File: config.mk
export PLATFORM = sky130hd
export DESIGN_NAME = count_seq_ctrl_flat
export DESIGN_NICKNAME = d
export VERILOG_FILES = /design/src/rtl/count_seq_ctrl_if.sv /design/src/rtl/count_seq_ctrl.sv /design/src/flat_wrapper.sv
export SDC_FILE = /design/constraint.sdc
export NUM_CORES = 1
export LEC_CHECK = 0
export ABC_AREA = 1
export BUFFER_PORTS_ARGS = -buffer_cell sky130_fd_sc_hd__buf_2
export CAP_MARGIN = 20
export CORE_UTILIZATION = 50
export DETAILED_ROUTE_END_ITERATION = 8
export GPL_TIMING_DRIVEN = 0
export HOLD_SLACK_MARGIN = 0.15
export PLACE_DENSITY = 0.68
export SETUP_SLACK_MARGIN = 0.3
export SLEW_MARGIN = 20
export SYNTH_ARGS = -nofsm -noshare
export SYNTH_HDL_FRONTEND = slang
export SYNTH_SLANG_ARGS = --single-unit
File: constraint.sdc
create_clock -name sys_clk -period 4.32 [get_ports sys_clk]
set_clock_uncertainty 0.05 [all_clocks]
set_input_delay 0.432 -clock sys_clk [delete_from_list [all_inputs] [get_ports sys_clk]]
set_output_delay 0.432 -clock sys_clk [all_outputs]
set_load 0.01 [all_outputs]
File: src/rtl/count_seq_ctrl_if.sv
// rtl/count_seq_ctrl_if.sv - button, count-control and counter-output bundle for count_seq_ctrl
interface count_seq_ctrl_if;
  logic        btn_start;
  logic        btn_pause;
  logic        btn_clear;
  logic        dir_down;
  logic [31:0] modulo;
  logic [31:0] num;
  logic        running;
  logic        tick;
  logic        wrap;

  modport master (
    output btn_start, btn_pause, btn_clear, dir_down, modulo,
    input  num, running, tick, wrap
  );

  modport slave (
    input  btn_start, btn_pause, btn_clear, dir_down, modulo,
    output num, running, tick, wrap
  );
endinterface

File: src/rtl/count_seq_ctrl.sv
// rtl/count_seq_ctrl.sv - debounced run/pause/clear sequencer driving a modulo up/down counter
module count_seq_ctrl #(
  parameter int unsigned TICK_DIV   = 25000000,
  parameter int unsigned DEB_CYCLES = 1000000
) (
  input logic             sys_clk,
  input logic             rst,
  count_seq_ctrl_if.slave bus
);
  localparam int PW = (TICK_DIV > 1) ? $clog2(TICK_DIV) : 1;
  localparam int DW = (DEB_CYCLES > 1) ? $clog2(DEB_CYCLES) : 1;
  localparam logic [PW-1:0] PRE_MAX = PW'(TICK_DIV - 1);
  localparam logic [DW-1:0] DEB_MAX = DW'(DEB_CYCLES - 1);
  localparam int B_START = 0;
  localparam int B_PAUSE = 1;
  localparam int B_CLEAR = 2;

  typedef enum logic [1:0] {S_IDLE, S_RUN, S_PAUSE} state_t;

  logic [2:0]    btn_raw;
  logic [2:0]    sync1_q, sync1_d, sync2_q, sync2_d;
  logic [2:0]    deb_q, deb_d, press_q, press_d;
  logic [DW-1:0] deb_cnt_q [3];
  logic [DW-1:0] deb_cnt_d [3];

  state_t        state_q, state_d;
  logic [PW-1:0] pre_q, pre_d;
  logic [31:0]   num_q, num_d;
  logic          running_q, running_d;
  logic          cmd_clear, cmd_pause, cmd_start;
  logic          tick_c, wrap_c;

  assign btn_raw = {bus.btn_clear, bus.btn_pause, bus.btn_start};

  // Debounce: a level change is accepted only after DEB_CYCLES consecutive mismatching samples.
  always_comb begin
    sync1_d = btn_raw;
    sync2_d = sync1_q;
    deb_d   = deb_q;
    for (int i = 0; i < 3; i++) begin
      deb_cnt_d[i] = '0;
      if (sync2_q[i] != deb_q[i]) begin
        if (deb_cnt_q[i] == DEB_MAX) begin
          deb_d[i] = sync2_q[i];
        end else begin
          deb_cnt_d[i] = deb_cnt_q[i] + DW'(1);
        end
      end
    end
    press_d = deb_d & ~deb_q;
  end

  always_comb begin
    state_d   = state_q;
    pre_d     = pre_q;
    num_d     = num_q;
    tick_c    = 1'b0;
    wrap_c    = 1'b0;
    cmd_clear = press_q[B_CLEAR];
    cmd_pause = press_q[B_PAUSE] & ~press_q[B_CLEAR];
    cmd_start = press_q[B_START] & ~press_q[B_PAUSE] & ~press_q[B_CLEAR];

    case (state_q)
      S_IDLE: begin
        if (cmd_start) begin
          state_d = S_RUN;
          pre_d   = '0;
        end
      end
      S_RUN: begin
        // A pause in this cycle freezes the prescaler so resume continues from the same phase.
        if (cmd_pause) begin
          state_d = S_PAUSE;
        end else if (!cmd_clear) begin
          tick_c = (pre_q == PRE_MAX);
          pre_d  = tick_c ? '0 : pre_q + PW'(1);
          if (tick_c) begin
            if (!bus.dir_down) begin
              if (num_q >= bus.modulo) begin
                num_d  = '0;
                wrap_c = 1'b1;
              end else begin
                num_d = num_q + 32'd1;
              end
            end else begin
              if ((num_q == 32'd0) || (num_q > bus.modulo)) begin
                num_d  = bus.modulo;
                wrap_c = 1'b1;
              end else begin
                num_d = num_q - 32'd1;
              end
            end
          end
        end
      end
      S_PAUSE: begin
        if (cmd_start) state_d = S_RUN;
      end
      default: state_d = S_IDLE;
    endcase

    if (cmd_clear) begin
      state_d = S_IDLE;
      pre_d   = '0;
      num_d   = '0;
    end
    running_d = (state_d == S_RUN);
  end

  always_ff @(posedge sys_clk or posedge rst) begin
    if (rst) begin
      sync1_q   <= '0;
      sync2_q   <= '0;
      deb_q     <= '0;
      press_q   <= '0;
      for (int i = 0; i < 3; i++) deb_cnt_q[i] <= '0;
      state_q   <= S_IDLE;
      pre_q     <= '0;
      num_q     <= '0;
      running_q <= 1'b0;
    end else begin
      sync1_q   <= sync1_d;
      sync2_q   <= sync2_d;
      deb_q     <= deb_d;
      press_q   <= press_d;
      for (int i = 0; i < 3; i++) deb_cnt_q[i] <= deb_cnt_d[i];
      state_q   <= state_d;
      pre_q     <= pre_d;
      num_q     <= num_d;
      running_q <= running_d;
    end
  end

  assign bus.num     = num_q;
  assign bus.running = running_q;
  assign bus.tick    = tick_c;
  assign bus.wrap    = wrap_c;
endmodule

File: src/flat_wrapper.sv
// flat-port wrapper written by rule: the top's interface ports become plain ports
module count_seq_ctrl_flat 
#(
  parameter int unsigned TICK_DIV   = 25000000,
  parameter int unsigned DEB_CYCLES = 1000000
)
  (sys_clk, rst, bus_btn_start, bus_btn_pause, bus_btn_clear, bus_dir_down, bus_modulo, bus_num, bus_running, bus_tick, bus_wrap);
  count_seq_ctrl_if bus_i ();
  input logic sys_clk;
  input logic rst;
  input wire logic [$bits(bus_i.btn_start)-1:0] bus_btn_start;
  input wire logic [$bits(bus_i.btn_pause)-1:0] bus_btn_pause;
  input wire logic [$bits(bus_i.btn_clear)-1:0] bus_btn_clear;
  input wire logic [$bits(bus_i.dir_down)-1:0] bus_dir_down;
  input wire logic [$bits(bus_i.modulo)-1:0] bus_modulo;
  output wire logic [$bits(bus_i.num)-1:0] bus_num;
  output wire logic [$bits(bus_i.running)-1:0] bus_running;
  output wire logic [$bits(bus_i.tick)-1:0] bus_tick;
  output wire logic [$bits(bus_i.wrap)-1:0] bus_wrap;
  assign bus_i.btn_start = bus_btn_start;
  assign bus_i.btn_pause = bus_btn_pause;
  assign bus_i.btn_clear = bus_btn_clear;
  assign bus_i.dir_down = bus_dir_down;
  assign bus_i.modulo = bus_modulo;
  assign bus_num = bus_i.num;
  assign bus_running = bus_i.running;
  assign bus_tick = bus_i.tick;
  assign bus_wrap = bus_i.wrap;
  count_seq_ctrl #(.TICK_DIV(TICK_DIV), .DEB_CYCLES(DEB_CYCLES)) u_core (.sys_clk(sys_clk), .rst(rst), .bus(bus_i));
endmodule
Yosys cells after proc, flatten, opt, wreduce, memory -nomap -nowiden
Index checks and enable logic that the tools add are counted.

Register bits after elaboration: 132. Bits of input ports: 38. Logic and storage cells: 86.

Add/sub/neg operators: 6. Magnitude comparators: 2. Equal/unequal tests: 13. Mux-type cells: 38. Bitwise logic cells: 7. Reductions and logical operators: 9.

Operators with widths (count): two-way mux 32 bit (7); two-way mux 20 bit (6); two-way mux 25 bit (4); adder 20 x 1 -> 20 bit (second input constant) (3); equality test 20 bit (second input constant) (3); case mux 25 bit (2 select lines) (1); adder 32 x 1 -> 32 bit (second input constant) (1); greater-or-equal comparator 32 bit (1); > comparator 32 bit (1); logical NOT 32 bit (1); subtractor 32 x 1 -> 32 bit (second input constant) (1); adder 25 x 1 -> 25 bit (second input constant) (1); equality test 25 bit (second input constant) (1); two-way mux 1 bit (16); two-way mux 2 bit (3); AND reduction 3 bit (2); equality test 2 x 1 -> 1 bit (second input constant) (2); case mux 2 bit (2 select lines) (1); nonzero test 2 bit (2); bitwise AND 1 bit (3); bitwise AND 3 bit (1); inequality test 1 bit (3); inequality test 3 x 1 -> 1 bit (second input constant) (1); inequality test 3 x 2 -> 1 bit (second input constant) (1); 8 further kinds (9).

Logic depth before layout (Yosys ltp)
Depth after elaboration: 8. Mapped depth: 19. Gate-level depth less buffers: 19.

Least setup slack after synthesis
No wires, ideal clock.

Path kind: register -> output. From: register u_core.num_q[0], in the netlist u_core.bus.num[0]. To: output bus_wrap. Arrival time: 1.936 ns. Data required time: 3.838 ns. Setup slack: 1.902 ns. Stages on the path, launching flop included: 18. Path buffers: 0. Cells stage by stage: dfrtp_1 -> inv_2 -> ha_1 -> inv_1 -> nand2_1 -> nand2_1 -> nand2_1 -> nand2_1 -> nand2_1 -> nand2_1 -> nand2_1 -> nand2_1 -> nand2_1 -> nand3_1 -> nand2_1 -> inv_1 -> a21oi_1 -> nor3_1.

Word-level cells in the longest chain between the ends: 8.

RTL lines: start: declaration (line count_seq_ctrl.sv:28) `logic [31:0] num_q, num_d;`; start signal: assignment (line count_seq_ctrl.sv:129) `num_q <= num_d;`; > comparator 32 bit or logical NOT 32 bit (tied branches) (line count_seq_ctrl.sv:86) `if ((num_q == 32'd0) || (num_q > bus.modulo)) begin`; logical OR 1 bit (line count_seq_ctrl.sv:86); two-way mux 1 bit (line count_seq_ctrl.sv:86); two-way mux 1 bit * (line count_seq_ctrl.sv:78) `if (!bus.dir_down) begin`; two-way mux 1 bit * (line count_seq_ctrl.sv:77) `if (tick_c) begin`; two-way mux 1 bit * (line count_seq_ctrl.sv:74) `end else if (!cmd_clear) begin`; two-way mux 1 bit * (line count_seq_ctrl.sv:72) `if (cmd_pause) begin`; two-way mux 1 bit * (line count_seq_ctrl.sv:63) `case (state_q)`; end: declaration (line flat_wrapper.sv:19) `output wire logic [$bits(bus_i.wrap)-1:0] bus_wrap;`.

Every way passes the cells marked *; elsewhere a longest branch is shown, timed or not.

Final worst setup path
From: register u_core.num_q[11], in the netlist u_core.bus.num[11]. To: output bus_wrap.

The elaborated chain is that of the path after synthesis.

==> run summary <==
Power Internal - 0.00224 W
CTS Buffer Depth - 2
power share of the clock group - 52.1%
Pwr Total - 0.00302 W
Via density - 5.40
die width - 140 um
CP Buf/Inv Count - 2
RSZ-0062 raised after global routing - false
Post-CTS Setup Bufs - 0
setup_tns - 0 ns
TritonRoute pass-1 iters - 5
CP required - 3.84 ns
largest net degree at the start of global routing - 87
Storage cell area - 3300 um^2
fillcell total - 1,826
Slew Limit Fails - 0
maxcap violations - 0
total CTS buffers - 17
initial antenna violation count - 0
chip height - 140 um
number of synthesized register bits - 132
later-pin clock latency in the skew report - 0.43 ns
commonest non-fill, non-tap cell in the layout - nand2_1
I/O Buffers - 72
total wire length - 26,000 um
post-route ant nets - 0
TritonCTS clock tree - built
post-synthesis sequential area ratio - 34.8%
Post-Route Utilization - 58.2%
switching power total - 0.000775 W
layout cell share with drive strength beyond 1 - 11.3%
worst slew pin tran - 0.634 ns
Worst slew margin - 57.7%
Period Utilization, post-route - 84.4%
Synth Cell Area - 9500 um^2
Synth cell types - 46
HPWL after DPL - 19,800 um
Setup Viol. Count Final - 0
Top Family by Delay on Critical Path - simple AND/OR/NAND/NOR gates
Arrival @ worst endpoint - 3.17 ns
vias in the first global route - 8,540
GRT overflow - 0
Initial Utilization - 50.9%
Tot GR Track Use - 27.7%
min Tclk post-route - 3.65 ns
count of final hold-check violations - 0
CP peak stage delay - 0.50 ns
Syn Area/Cell - 6.84 um^2
Top Metal Used - met4
CP cell instances - ha_1, a21oi_1, nand2_1, a21oi_1, nand2_1, nand2_1, nand3_1, nand2_1, inv_1, a21oi_1, nor3_1, buf_2
met2 WL - 11,700 um
leak pwr - 5.32 nW
area occupied by multi-input gates - 5270 um^2
crit path kind - flip-flop to primary output
CP dominant cell by count - nand2_1
fmax - 274 MHz
WL/cell - 15.0 um
Final Instance Count excl. Fillers - 1,732
RePlAce Congestion - 0.986
endpoint class of the critical path - primary output
Cells after Synth - 1,389
Hold/Removal Path Class - flip-flop to flip-flop
Worst setup SP type - flip-flop
yosys warns - 0
Sw Ratio - 25.7%
CTS HTree Levels - 4
syn_nets - 1,466
Die ar. - 19,500 um^2
status - finished clean
Area growth, synth to finish - 14.4%
Fin Hold WS - 0.297 ns
Peak VDD IR - 0.000256 V
core area - 18,600 um^2
CTS Sinks - 132
number of antenna diodes - 0
ys async rst share - 100%
row count - 50
nets@finish - 1,562
number of remaining DRC errors - 0
share of power burned in registers - 41.4%
placed cells - 1,696
CP Max Fanout - 8
initial DRC count - 670
M1 wire length - 12,300 um
Reg clk slew, reported paths - 0.06 ns
pwr dens - 278 nW/um^2
met3 WL - 1610 um
clk root buf - clkbuf_16
Worst path slowest cell - dfrtp_1
I/O pins - 73
first-pass GRT wire length - 42,900 um
dominant synthesized flop cell - dfrtp_1
total number of vias - 9,350
Post-synth EDFFs - 0
most frequent cells in the layout - 300 x nand2_1, 202 x nor2_1, 181 x inv_1
Post-CTS Resized - 0
Comb pwr share - 6.4%
cells by family after synthesis:
logic type                 Yosys count  synth area share, %
buffers and inverters              231                 9.67
xor gates and xnor gates            55                 5.07
DFF                                132                 34.8
and+or+nand+nor                    792                 37.2
adders and majority gates           39                 5.14
AOI/OAI and AO/OA                  140                 8.09
synth_stat cells, drive strengths merged (8+ instances only):
cell type  number  area share, %
nor3           62            3.5
inv           187            7.4
buf            28            1.6
o21ai          42            2.2
o21a            8           0.63
xor2           47            4.3
nand3         117            6.3
nand2         303             12
xnor2           8           0.74
ha             39            5.1
nor2          220            9.2
nand4          61            4.1
nor4            9           0.66
clkbuf         15           0.59
a21oi          70            3.7
dfrtp         132             35
power by group through the flow:
stage          Sequential, W  Combinational, W  Clock, W
3_3_place_gp         0.00127          0.000186         0
6_report             0.00125          0.000195   0.00157
3_5_place_dp         0.00127          0.000193         0
4_1_cts              0.00125          0.000196   0.00160
2_1_floorplan        0.00127          0.000124         0
5_1_grt              0.00125          0.000224   0.00165
path summary, 6_finish.rpt:
check                              startpoint              endpoint  slack [ns]  depth (start not counted)
max in group asynchronous                 rst    u_core.bus.num[21]        2.99                          4
hold / removal              u_core.sync1_q[2]     u_core.sync2_q[2]        0.30                          0
setup / recovery           u_core.bus.num[11]              bus_wrap        0.67                         12
hold reg to reg             u_core.sync1_q[2]     u_core.sync2_q[2]        0.30                          0
setup reg to reg           u_core.bus.num[11]     u_core.bus.num[3]        1.34                         13
min in group asynchronous                 rst  u_core.deb_cnt_q[16]        0.49                          3
per-layer routing:
metal	vias up	GRT usage (%)
met2	303	43.1
met4	0	8.10
met1	4289	39.6
met5	-	0
met3	30	4.20
li1	4728	-
flip-flops by register name, indices dropped and copies added, names as in the netlist:
| signal | cells |
|---|---|
| u_core.press_q | 3 |
| u_core.sync1_q | 3 |
| u_core.deb_q | 3 |
| u_core.deb_cnt_q | 60 |
| u_core.pre_q | 25 |
| u_core.bus.num | 32 |
| u_core.bus.running | 1 |
| u_core.sync2_q | 3 |
| u_core.state_q | 2 |
through the flow:
stage	worst slack, ns	area, um^2
6_report	0.672	10900
5_1_grt	0.479	10900
4_1_cts	0.697	10900
3_5_place_dp	1.08	10200
3_3_place_gp	-1.33	10100
2_1_floorplan	0.312	9500
worst reg2reg max path, stage by stage (launching register included):
cell and delay (ns):
dfrtp_1 0.50, ha_1 0.38, a21oi_1 0.15, nand2_1 0.06, a21oi_1 0.34, nand2_1 0.13
nand2_1 0.09, nand2_1 0.05, nand2_1 0.09, buf_2 0.28, clkbuf_1 0.42, nand4_1 0.17
nand3_1 0.12, nand2_1 0.05
layout make-up:
type	count	area share, %
clock inverter	15	1.94
clock buffer	17	3.92
tap	234	2.70
inverter	188	6.57
buffer	43	1.96
sequential	132	30.4
timing repair buffer	77	3.94
multi-input combinational	1026	48.6
timing repair:
| action | in CTS | in global routing |
|---|---|---|
| hold buffers | 4 | 0 |
| endpoints found under the hold margin | 49 | 0 |
| setup endpoints to repair | 0 | 0 |
No activity file was read; power rests on OpenSTA's default activity.
